$ cat src/rtl/trap_ctrl_pkg.sv
// Shared definitions for the trap sequencer: FSM state encoding, interrupt
// codes, mcause layout and the machine exception codes used by the core.
package trap_ctrl_pkg;

  typedef enum logic [2:0] {
    ST_IDLE,
    ST_ENTER,
    ST_VECTOR,
    ST_RETURN,
    ST_RESUME
  } trap_state_e;

  // Machine interrupt codes (mcause[4:0] when the interrupt bit is set)
  localparam logic [4:0] IRQ_M_EXT   = 5'd11;
  localparam logic [4:0] IRQ_M_SW    = 5'd3;
  localparam logic [4:0] IRQ_M_TIMER = 5'd7;

  localparam int CAUSE_INTR_BIT = 31;

  // Synchronous exception codes
  localparam logic [4:0] EXC_INST_MISALIGNED  = 5'd0;
  localparam logic [4:0] EXC_INST_ACCESS      = 5'd1;
  localparam logic [4:0] EXC_ILLEGAL_INST     = 5'd2;
  localparam logic [4:0] EXC_BREAKPOINT       = 5'd3;
  localparam logic [4:0] EXC_LOAD_MISALIGNED  = 5'd4;
  localparam logic [4:0] EXC_LOAD_ACCESS      = 5'd5;
  localparam logic [4:0] EXC_STORE_MISALIGNED = 5'd6;
  localparam logic [4:0] EXC_STORE_ACCESS     = 5'd7;
  localparam logic [4:0] EXC_ECALL_M          = 5'd11;

  // mcause value for an interrupt with the given code
  function automatic logic [31:0] irq_cause(input logic [4:0] code);
    logic [31:0] c;
    c = {27'b0, code};
    c[CAUSE_INTR_BIT] = 1'b1;
    return c;
  endfunction

endpackage

$ cat src/rtl/trap_ctrl_irq_sync.sv
// irq_sync: SYNC_STAGES-deep single-bit synchronizer for an asynchronous
// level input. Synchronous active-high reset clears every stage.
//   clk  in  clock
//   rst  in  synchronous reset, active high
//   d    in  asynchronous level
//   q    out synchronized level, SYNC_STAGES cycles behind d
module irq_sync #(
  parameter int SYNC_STAGES = 2
) (
  input  logic clk,
  input  logic rst,
  input  logic d,
  output logic q
);

  logic [SYNC_STAGES-1:0] ff;

  always_ff @(posedge clk) begin
    if (rst) ff <= '0;
    else     ff <= {ff[SYNC_STAGES-2:0], d};
  end

  assign q = ff[SYNC_STAGES-1];

endmodule

$ cat src/rtl/trap_ctrl.sv
// trap_ctrl: trap sequencer in front of the machine-mode CSR file.
// Arbitrates synchronous exceptions, MRET and the three machine interrupts,
// and emits registered one-cycle pulses for trap entry/return plus the PC
// redirect request for the control unit.
//   clk, rst         clock, synchronous active-high reset
//   ext_irq          async external interrupt level (synchronized here)
//   sw_irq/timer_irq synchronous interrupt levels
//   irq_en           global interrupt enable (mstatus.MIE)
//   insn_boundary    pulse: interrupts may be taken this cycle
//   exc_valid/cause  pulse + code: synchronous exception
//   mret             pulse: MRET executing
//   trap_start/finish pulses to the CSR file, trap_cause = mcause
//   redirect/_sel    PC load pulse, source 0 = mtvec, 1 = mepc
//   busy             sequencer not idle; control unit stalls
module trap_ctrl
  import trap_ctrl_pkg::*;
#(
  parameter int SYNC_STAGES = 2
) (
  input  logic        clk,
  input  logic        rst,
  input  logic        ext_irq,
  input  logic        sw_irq,
  input  logic        timer_irq,
  input  logic        irq_en,
  input  logic        insn_boundary,
  input  logic        exc_valid,
  input  logic [4:0]  exc_cause,
  input  logic        mret,
  output logic        trap_start,
  output logic        trap_finish,
  output logic [31:0] trap_cause,
  output logic        redirect,
  output logic        redirect_sel,
  output logic        busy
);

  trap_state_e state, state_nxt;
  logic [31:0] cause_nxt;
  logic        ext_s;
  logic        irq_any;
  logic [4:0]  irq_code;

  irq_sync #(.SYNC_STAGES(SYNC_STAGES)) u_sync (
    .clk (clk),
    .rst (rst),
    .d   (ext_irq),
    .q   (ext_s)
  );

  // Fixed priority: external > software > timer
  always_comb begin
    irq_any  = ext_s | sw_irq | timer_irq;
    irq_code = IRQ_M_TIMER;
    if (ext_s)       irq_code = IRQ_M_EXT;
    else if (sw_irq) irq_code = IRQ_M_SW;
  end

  always_comb begin
    state_nxt = state;
    cause_nxt = trap_cause;
    case (state)
      ST_IDLE: begin
        // Exception beats a simultaneous MRET, which is dropped
        if (exc_valid) begin
          state_nxt = ST_ENTER;
          cause_nxt = {27'b0, exc_cause};
        end else if (mret) begin
          state_nxt = ST_RETURN;
        end else if (insn_boundary && irq_en && irq_any) begin
          state_nxt = ST_ENTER;
          cause_nxt = irq_cause(irq_code);
        end
      end
      ST_ENTER:  state_nxt = ST_VECTOR;
      ST_VECTOR: state_nxt = ST_IDLE;
      ST_RETURN: state_nxt = ST_RESUME;
      ST_RESUME: state_nxt = ST_IDLE;
      default:   state_nxt = ST_IDLE;
    endcase
  end

  // Outputs are registered by decoding the next state, so each pulse lines
  // up with the cycle the FSM spends in the corresponding state.
  always_ff @(posedge clk) begin
    if (rst) begin
      state        <= ST_IDLE;
      trap_cause   <= 32'h0;
      trap_start   <= 1'b0;
      trap_finish  <= 1'b0;
      redirect     <= 1'b0;
      redirect_sel <= 1'b0;
      busy         <= 1'b0;
    end else begin
      state        <= state_nxt;
      trap_cause   <= cause_nxt;
      trap_start   <= (state_nxt == ST_ENTER);
      trap_finish  <= (state_nxt == ST_RETURN);
      redirect     <= (state_nxt == ST_VECTOR) || (state_nxt == ST_RESUME);
      redirect_sel <= (state_nxt == ST_RESUME);
      busy         <= (state_nxt != ST_IDLE);
    end
  end

endmodule

$ cat config.mk
export PLATFORM = sky130hd
export DESIGN_NAME = trap_ctrl
export DESIGN_NICKNAME = d
export VERILOG_FILES = /design/src/rtl/trap_ctrl_pkg.sv /design/src/rtl/trap_ctrl_irq_sync.sv /design/src/rtl/trap_ctrl.sv
export SDC_FILE = /design/constraint.sdc
export NUM_CORES = 1
export LEC_CHECK = 0
export ABC_AREA = 1
export BUFFER_PORTS_ARGS = -buffer_cell sky130_fd_sc_hd__buf_2
export CAP_MARGIN = 40
export CELL_PAD_IN_SITES_DETAIL_PLACEMENT = 2
export CELL_PAD_IN_SITES_GLOBAL_PLACEMENT = 2
export CORE_MARGIN = 2
export CORE_UTILIZATION = 19
export DETAILED_ROUTE_END_ITERATION = 8
export PLACE_DENSITY = 0.71
export SLEW_MARGIN = 5
export SYNTH_ARGS = -nofsm -noshare
export SYNTH_HDL_FRONTEND = slang
export SYNTH_SLANG_ARGS = --single-unit
$ cat constraint.sdc
create_clock -name clk -period 1 [get_ports clk]
set_clock_uncertainty 0.1 [all_clocks]
set_input_delay 0.2 -clock clk [delete_from_list [all_inputs] [get_ports clk]]
set_output_delay 0.2 -clock clk [all_outputs]
set_load 0.005 [all_outputs]
==> metrics.yaml <==
route:
  wl_um: 2220
  routed_via_density: 3.82
  dr.pass1.iters: 3
  ant_nets: 0
  num_vias: 738
  drtIter0Drc: 23
  wl_per_cell_um: 11.5
  route.detailed.drc: 0
clock_network:
  clkTransAtPathRegs_ns: 0.07
  clock_latency_ns: 0.26
  cts.sinks: 16
  cts_made_buffers: 3
  clockBufferDepth: 2
  cts_tree: "built"
  htree_num_levels: 1
  cts-root-buf: "clkbuf_8"
synth:
  yosys_warnings: 0
  synth_seq_cells: 16
  avgSynthCellArea_um2: 7.80
  ys_types: 18
  netlist_instances: 106
  seq_area_frac_synth_pct: 38.7
  synth_area_um2: 827
sta:
  period_share_pct: 117
  hold_viol: 0
  slew_viol_final: 0
  max_freq_mhz: 853
  setup_ws_ns: -0.172
  min_period_ns: 1.17
  holdWs_ns: 0.0545
  finalSetupViolations: 9
  rsz0062_at_grt: "true"
  fin_tns_setup_ns: -0.856
flow_run:
  drv_cap: 0
place:
  gp_congestion: 0.686
  dpl.hpwl_um: 1670
  port_buffers: 24
critical_path:
  crit_type: "flip-flop to flip-flop"
  crit_slowest_cell: "dfxtp_2"
  max_stage_delay_ns: 0.33
  required_ns: 1.04
  r2r_slack_ns: -0.17
  crit_family: "simple AND/OR/NAND/NOR gates"
  worstPathCellList: "inv_2 -> nand2_4 -> nor2_8 -> nand4_1 -> nand3_1 -> a21oi_1"
  cp-start-kind: "flip-flop"
  path_buf_inv: 1
  worstPathMaxFanout: 5
  cp-end-kind: "flip-flop"
  arrival_ns: 1.21
finish:
  post-route-util_pct: 27.9
  final_nets: 158
  drive_above_1_share_pct: 49.0
  syn_to_final_growth_pct: 37.8
  antenna_cells: 0
  nFillCells: 510
  final_common_cell: "conb_1"
  final_cell_mix: "conb_1 (26), buf_2 (21), buf_4 (10)"
grt:
  grt.total_usage_pct: 9.13
  grt_overflow: 0
  grt_pass1_vias: 777
  grt_pass1_wl_um: 3480
  antenna_found_initial: 0
  grt_max_degree: 10
pwr:
  power.leakage_nw: 0.593
  power_density_nw_per_um2: 1560
  vdd_drop_max_mv: 0.342
die:
  initial_utilization_pct: 20.2
  die-area_um2: 4900
  io_pins: 51
  dieHeight_um: 70.0
  rows: 23
  dieWidth_um: 70.0
  core_area_um2: 4090
status:
  violations: "setup timing"
  status: "finished with violations"
worst_hold_path:
  hp-class: "input pin to flip-flop"
[where the power goes]
group          leakage (nW)  switching (W)  internal [W]
combinational         0.429       0.000245      0.000203
sequential            0.135      0.0000385      0.000705
clock                0.0288       0.000232      0.000350
total                 0.593       0.000515       0.00126
[worst register-to-register path: cells and delay by family (launching register included)]
| family | cells | cell delay [ns] |
|---|---|---|
| flip-flops | 1 | 0.33 |
| buffers and inverters | 1 | 0.07 |
| AO/OA/AOI/OAI | 1 | 0.06 |
| AND/OR/NAND/NOR | 4 | 0.50 |
[logic make-up (layout without fill, tap and decap cells)]
kind of cell	Yosys count	after routing	share of synthesized area (%)
flip-flops	16	16	38.7
multiplexers	1	1	1.21
AND/OR/NAND/NOR	37	38	21.9
other	1	26	0.453
buffers and inverters	40	51	30.1
AO/OA/AOI/OAI	11	11	7.56
[worst paths after layout]
path,end,from,cells past startpoint
max,trap_cause[4],state[1],6
min,u_sync.ff[0],ext_irq,3
max reg2reg,trap_cause[4],state[1],6
min reg2reg,u_sync.ff[1],u_sync.ff[0],2
[what timing repair did]
action / in CTS / in global routing
resized for setup: 18 / 11
setup buffers: 3 / 2
pin swaps: 5 / 13
hold endpoints to repair: 0 / 0
hold buffers: 0 / 0
endpoints found under the setup margin: 16 / 19
gates cloned: 1 / 0
[per-stage QoR]
stage / total power [W] / setup slack [ns] / instances / area, µm²
2_1_floorplan: 0.00101 / -0.0282 / 131 / 922
3_3_place_gp: 0.00106 / -0.0960 / 183 / 942
3_5_place_dp: 0.00108 / -0.132 / 183 / 942
5_1_grt: 0.00188 / -0.207 / 193 / 1140
6_report: 0.00177 / -0.172 / 193 / 1140
4_1_cts: 0.00174 / -0.122 / 191 / 1080
[layer usage]
layer  track usage [%]  wire length [µm]  up-vias
li1                  -                 -      350
met1              7.45               701      352
met2              19.2              1300       32
met3              3.90               191        4
met4              2.56                31        0
met5                 0                 0        -
[registers in the layout (all words and copies together) (netlist names)]
register and cells:
busy 1, redirect 1, redirect_sel 1, state 3, trap_cause 6, trap_finish 1
trap_start 1, u_sync.ff 2
[cell type report]
type | instances | area, µm² | share of cell area (%)
multi-input cells | 76 | 425 | 37.3
flip-flops and latches | 16 | 334 | 29.3
repair buffers | 34 | 214 | 18.8
well taps | 50 | 62.6 | 5.49
clock buffers | 4 | 55.1 | 4.83
inverters | 13 | 48.8 | 4.28
[cells in the mapped netlist]
master | instances | share of area, %
buf_4 | 26 | 24
dfxtp_1 | 16 | 39
nand2_1 | 13 | 5.9
inv_1 | 10 | 4.5
nor2_1 | 10 | 4.5
a21oi_1 | 8 | 4.8
nand3_1 | 8 | 4.8
inv_2 | 3 | 1.4
nand2_2 | 2 | 1.5
o21ai_1 | 2 | 1.2
buf_2 | 1 | 0.60
conb_1 | 1 | 0.45
mux2i_1 | 1 | 1.2
nand2_4 | 1 | 1.4
nand4_1 | 1 | 0.76
nor2_8 | 1 | 2.4
nor3_1 | 1 | 0.60
o211ai_2 | 1 | 1.5
Power figures use the tool's default switching activity.
